File: src/rtl/pipeline_stall_sequencer.sv
// Final pipeline-register enable/flush sequencer: merges hazard-unit requests with
// instruction/data memory wait handshakes, holds flushes across a data-memory freeze.
module pipeline_stall_sequencer #(
    parameter int CNT_W   = 32,
    parameter int TO_W    = 8,
    parameter int TIMEOUT = 255
) (
    input  logic             clk,
    input  logic             rst_n,
    input  logic             hz_PC_EN_IF,
    input  logic             hz_reg_FD_EN,
    input  logic             hz_reg_FD_flush,
    input  logic             hz_reg_DE_EN,
    input  logic             hz_reg_DE_flush,
    input  logic             hz_reg_EM_EN,
    input  logic             hz_reg_EM_flush,
    input  logic             hz_reg_MW_EN,
    input  logic             imem_ready,
    input  logic             dmem_req_MEM,
    input  logic             dmem_ready,
    output logic             PC_EN_IF,
    output logic             reg_FD_EN,
    output logic             reg_DE_EN,
    output logic             reg_EM_EN,
    output logic             reg_MW_EN,
    output logic             reg_FD_flush,
    output logic             reg_DE_flush,
    output logic             reg_EM_flush,
    output logic             reg_MW_flush,
    output logic [CNT_W-1:0] stall_cycles,
    output logic [CNT_W-1:0] flush_events,
    output logic             mem_timeout
);

    typedef enum logic [1:0] {
        ST_RUN   = 2'b01,
        ST_DWAIT = 2'b10
    } state_t;

    localparam logic [TO_W-1:0] TO_MATCH = TO_W'(TIMEOUT);

    state_t           r_state;
    state_t           w_state_nxt;
    logic             r_pend_fd;
    logic             r_pend_de;
    logic             r_pend_em;
    logic             w_pend_fd_nxt;
    logic             w_pend_de_nxt;
    logic             w_pend_em_nxt;
    logic [TO_W-1:0]  r_wd_cnt;
    logic [TO_W-1:0]  w_wd_nxt;
    logic             r_mem_timeout;
    logic             w_timeout_set;
    logic [CNT_W-1:0] r_stall_cycles;
    logic [CNT_W-1:0] r_flush_events;
    logic             w_freeze;
    logic             w_release;
    logic             w_any_flush;

    function automatic logic [CNT_W-1:0] cnt_sat_inc(input logic [CNT_W-1:0] v);
        return (&v) ? v : v + CNT_W'(1);
    endfunction

    function automatic logic [TO_W-1:0] wd_sat_inc(input logic [TO_W-1:0] v);
        return (&v) ? v : v + TO_W'(1);
    endfunction

    always_comb begin
        w_state_nxt   = r_state;
        w_pend_fd_nxt = r_pend_fd;
        w_pend_de_nxt = r_pend_de;
        w_pend_em_nxt = r_pend_em;
        w_wd_nxt      = r_wd_cnt;
        w_timeout_set = 1'b0;
        w_freeze      = 1'b0;
        w_release     = 1'b0;

        case (r_state)
            ST_RUN: begin
                if (dmem_req_MEM && !dmem_ready) begin
                    w_freeze      = 1'b1;
                    w_pend_fd_nxt = hz_reg_FD_flush;
                    w_pend_de_nxt = hz_reg_DE_flush;
                    w_pend_em_nxt = hz_reg_EM_flush;
                    w_wd_nxt      = TO_W'(1);
                    w_state_nxt   = ST_DWAIT;
                end
            end
            ST_DWAIT: begin
                if (!dmem_ready) begin
                    w_freeze      = 1'b1;
                    w_pend_fd_nxt = r_pend_fd | hz_reg_FD_flush;
                    w_pend_de_nxt = r_pend_de | hz_reg_DE_flush;
                    w_pend_em_nxt = r_pend_em | hz_reg_EM_flush;
                    w_wd_nxt      = wd_sat_inc(r_wd_cnt);
                    w_timeout_set = (TIMEOUT != 0) && (r_wd_cnt == TO_MATCH);
                end else begin
                    // Release: the access completes; a new request this cycle is not re-checked.
                    w_release     = 1'b1;
                    w_pend_fd_nxt = 1'b0;
                    w_pend_de_nxt = 1'b0;
                    w_pend_em_nxt = 1'b0;
                    w_state_nxt   = ST_RUN;
                end
            end
            default: begin
                w_state_nxt   = ST_RUN;
                w_pend_fd_nxt = 1'b0;
                w_pend_de_nxt = 1'b0;
                w_pend_em_nxt = 1'b0;
                w_wd_nxt      = '0;
            end
        endcase
    end

    // Output merge: an imem wait bubbles ID when IF/ID would otherwise capture stale fetch data.
    always_comb begin
        PC_EN_IF     = hz_PC_EN_IF & imem_ready;
        reg_FD_flush = hz_reg_FD_flush | (w_release & r_pend_fd) | (!imem_ready & hz_reg_FD_EN);
        reg_DE_flush = hz_reg_DE_flush | (w_release & r_pend_de);
        reg_EM_flush = hz_reg_EM_flush | (w_release & r_pend_em);
        reg_MW_flush = 1'b0;
        reg_FD_EN    = hz_reg_FD_EN | reg_FD_flush;
        reg_DE_EN    = hz_reg_DE_EN | reg_DE_flush;
        reg_EM_EN    = hz_reg_EM_EN | reg_EM_flush;
        reg_MW_EN    = hz_reg_MW_EN;

        if (w_freeze) begin
            PC_EN_IF     = 1'b0;
            reg_FD_EN    = 1'b0;
            reg_DE_EN    = 1'b0;
            reg_EM_EN    = 1'b0;
            reg_MW_EN    = 1'b0;
            reg_FD_flush = 1'b0;
            reg_DE_flush = 1'b0;
            reg_EM_flush = 1'b0;
        end

        if (!rst_n) begin
            PC_EN_IF     = 1'b0;
            reg_FD_EN    = 1'b0;
            reg_DE_EN    = 1'b0;
            reg_EM_EN    = 1'b0;
            reg_MW_EN    = 1'b0;
            reg_FD_flush = 1'b1;
            reg_DE_flush = 1'b1;
            reg_EM_flush = 1'b1;
            reg_MW_flush = 1'b1;
        end
    end

    assign w_any_flush = reg_FD_flush | reg_DE_flush | reg_EM_flush | reg_MW_flush;

    always_ff @(posedge clk or negedge rst_n) begin
        if (!rst_n) begin
            r_state        <= ST_RUN;
            r_pend_fd      <= 1'b0;
            r_pend_de      <= 1'b0;
            r_pend_em      <= 1'b0;
            r_wd_cnt       <= '0;
            r_mem_timeout  <= 1'b0;
            r_stall_cycles <= '0;
            r_flush_events <= '0;
        end else begin
            r_state   <= w_state_nxt;
            r_pend_fd <= w_pend_fd_nxt;
            r_pend_de <= w_pend_de_nxt;
            r_pend_em <= w_pend_em_nxt;
            r_wd_cnt  <= w_wd_nxt;
            if (w_timeout_set) begin
                r_mem_timeout <= 1'b1;
            end
            if (!PC_EN_IF) begin
                r_stall_cycles <= cnt_sat_inc(r_stall_cycles);
            end
            if (w_any_flush) begin
                r_flush_events <= cnt_sat_inc(r_flush_events);
            end
        end
    end

    assign stall_cycles = r_stall_cycles;
    assign flush_events = r_flush_events;
    assign mem_timeout  = r_mem_timeout;

endmodule

File: config.mk
export PLATFORM = sky130hd
export DESIGN_NAME = pipeline_stall_sequencer
export DESIGN_NICKNAME = d
export VERILOG_FILES = /design/src/rtl/pipeline_stall_sequencer.sv
export SDC_FILE = /design/constraint.sdc
export NUM_CORES = 1
export LEC_CHECK = 0
export CAP_MARGIN = 25
export CELL_PAD_IN_SITES_DETAIL_PLACEMENT = 0
export CELL_PAD_IN_SITES_GLOBAL_PLACEMENT = 1
export CORE_MARGIN = 2
export CORE_UTILIZATION = 42
export CTS_CLUSTER_SIZE = 14
export DETAILED_ROUTE_END_ITERATION = 8
export PLACE_DENSITY = 0.9
export RECOVER_POWER = 25
export SKIP_CTS_REPAIR_TIMING = 1
export SLEW_MARGIN = 20
export SYNTH_ARGS = -nofsm -noshare
export SYNTH_HDL_FRONTEND = slang
export SYNTH_SLANG_ARGS = --single-unit
File: constraint.sdc
create_clock -name clk -period 3.9 [get_ports clk]
set_input_delay 0.39 -clock clk [delete_from_list [all_inputs] [get_ports clk]]
set_output_delay 0.39 -clock clk [all_outputs]
set_load 0.02 [all_outputs]
==> impl_results.md <==
- Crit. End Element: primary output
- Vias in the first global route: 3219
- Top-count cell post-synth: dfrtp_1
- Row cnt: 35
- Inserted Diodes: 0
- Switching pwr: 0.9144 mW
- Synth Flop Type: dfrtp_1
- Setup skew after layout: around 0.012 ns
- Die ar.: 0.01052 sq mm
- Final hold slack: 0.4628 ns
- Worst EP arrival: 2.59 ns
- Worst slew pin tran: 1.821 ns
- PwrDens: slightly above 500 mW/mm^2
- Synth Cell Area: 0.004081 sq mm
- Synth Area per Inst: 9.536 sq um
- RSZ-0062 raised after global routing: false
- Clk slew on worst S/H paths: 0.08 ns
- Post-synth EDFFs: 0
- Critical path start-end classification: flip-flop to primary output
- Syn nets: 446
- Tot Pwr: around 2.7 mW
- DP Wirelength: 6.956 mm
- Die H: 102.6 um
- Rel. slew slack: -21.38%
- Initial core utilization: 43.76%
- Synth top area share: 47.21%
- Clk sinks: just under 80
- Sequential area share after synthesis: 47.85%
- Remaining global-route overflow: 0
- Layout cells sized above 1: 5.950%
- CORE AREA: just over 0.009 sq mm
- Sw frac: between 30% and 40%
- 1st-iter DRT viols: 166
- GRT Resource Usage Total: 19.38%
- Clock period minus worst slack: 2.982 ns
- Worst slack, placed: between 1 and 1.5 ns
- Lkg Pwr: 2.323 nW
- Area contributors post-synth: dfrtp_1, xor2_1, nand2_1, xnor2_1, nand3_1
- Startpoint types: flip-flop
- Failing checks: max-capacitance violations, max-slew violations
- Asr flop ratio synth: 100.0%
- Final Slew Violations: 35
- Top cell type by total area after synthesis: dfrtp_1
- # setup viols final: 0
- Clock Latency Late Sink: 0.35 ns
- Fin. Hold Viols: 0
- Num CTS Buffers: 9
- WL final: 9.579 mm
- Fmax: 0.3354 GHz
- Distinct cell type count after synthesis: 45
- Cells after DPL: 634
- Vias: 3491
- Gate power share: 31.4%
- Fin cells: 650
- Critical Path Fanout Max: 12
- Clock power frac: 27.2%
- Status: finished, violations left
- R2R setup slack: 1.07 ns
- Post-route setup TNS: 0 ns
- Post-route ant nets: 0
- First-pass GRT wire length: ~16 mm
- CTS tree: done
- GPL Wtd Cong: 0.8428
- Seq pwr share: 41.4%
- Max IR drop VDD: 0.3393 mV
- Synth top cells by count: dfrtp_1, nand2_1, xor2_1
- DRT Pass-1 Iters: 5
- Worst setup margin: 0.9180 ns
- Max H-tree Level: 3
- Root buf cell: clkbuf_8
- Pint: 1.756 mW
- Total I/O pin count: 87
- Period utilization: 76.46%
- Die Width: ~100 um
- Largest net degree at the start of global routing: 35
- PortBufs: 86
- Yosys warnings: 0
- WL per Instance: about 15 um
- Synth-to-Final Area Change: 30.17%
- Layout net count: 535
- Initial antenna violation count: 0
- Max cap viols: 1
- Max Buffers Root-to-Sink: 2
- Syn Inst Count: 428
- Hold Crit Class: flip-flop to flip-flop
- DRC: 0
- WP data required: about 3.5 ns
- Post-synthesis register bit count: 78
- Vias/cell: roughly 5.4
==> power groups by stage <==
stage	Clock (mW)	Sequential, mW	Combinational, mW
3_3_place_gp	0	1.11	0.827
6_report	0.727	1.11	0.837
3_5_place_dp	0	1.12	0.840
4_1_cts	0.743	1.11	0.846
2_1_floorplan	0	1.21	0.396
5_1_grt	0.782	1.13	0.915
==> metrics by stage <==
step / utilization [%] / area (sq um)
6_report: 56.96 / 5313
5_1_grt: 56.96 / 5313
4_1_cts: 56.93 / 5310
3_5_place_dp: 54.39 / 5074
3_3_place_gp: 54.39 / 5074
2_1_floorplan: - / 4081
==> cells in the final DEF (no fill, tap or decap), types with 2 or more instances in the layout <==
cell type and count:
xnor2_1 17, a22o_1 3, clkbuf_1 3, nand2_1 44, mux2_2 3, and4_1 3, or3_1 2, o21ai_0 14
and2_1 2, nor2b_1 5, buf_4 2, nor3_2 2, nor4b_1 2, and3_1 11, nor3_1 22, a211o_1 2
nor2_1 36, inv_1 18, a31oi_1 4, a21oi_1 8, nand4_1 17, o211ai_1 2, dfrtp_1 77, a21o_1 2
nand3_1 28, ha_1 5, nand2b_1 3, clkdlybuf4s50_1 85, bufinv_16 3, o31ai_1 2, clkbuf_8 10, nor4_1 18
or4_4 2, xor2_1 44, nand3_2 2, nor3b_1 4
==> flip-flops by register name, summed over array words and instances, names as in the netlist <==
signal	flops
r_pend_em	1
stall_cycles	32
r_wd_cnt	8
r_pend_de	1
mem_timeout	1
r_pend_fd	1
r_state	2
flush_events	32
==> final cells by class <==
cell class / count / area (sq um)
clock buffers: 11 / 141.4
clock inverters: 4 / 95.09
fillers: 832 / 4015
inverters: 19 / 71.32
multi-input cells: 319 / 2007
flip-flops and latches: 78 / 1953
well taps: 129 / 161.4
repair buffers: 90 / 883.3
==> kinds of logic after synthesis <==
| logic type | share of synthesized area, % |
|---|---|
| AOI/OAI and AO/OA | 6.285 |
| xor gates and xnor gates | 13.09 |
| adders and majority gates | 1.533 |
| buffers and inverters | 2.973 |
| DFF | 47.85 |
| muxes | 1.073 |
| and+or+nand+nor | 27.19 |
==> worst max-delay path: stages, from the launching register on <==
cell and delay, ns:
dfstp_2 0.55, inv_1 0.04, ha_1 0.32, a21o_1 0.24
a211o_1 0.40, inv_1 0.10, clkdlybuf4s50_1 0.59
==> path summary, 6_finish.rpt <==
kind	from	end	depth (start not counted)
max	r_state[0]	PC_EN_IF	6
min	mem_timeout	mem_timeout	1
max reg2reg	flush_events[0]	flush_events[1]	6
min reg2reg	mem_timeout	mem_timeout	1
max in group asynchronous	rst_n	stall_cycles[21]	3
min in group asynchronous	rst_n	flush_events[6]	2
==> metal layers <==
metal	vias to the layer above	GRT usage, %	part of all wire (%)
li1	1684	-	-
met1	1701	27.78	48
met2	95	29.71	46
met3	11	4.068	5.0
met4	0	5.846	1.3
met5	-	0	0
Note: power is estimated with default switching activity, not from simulation.
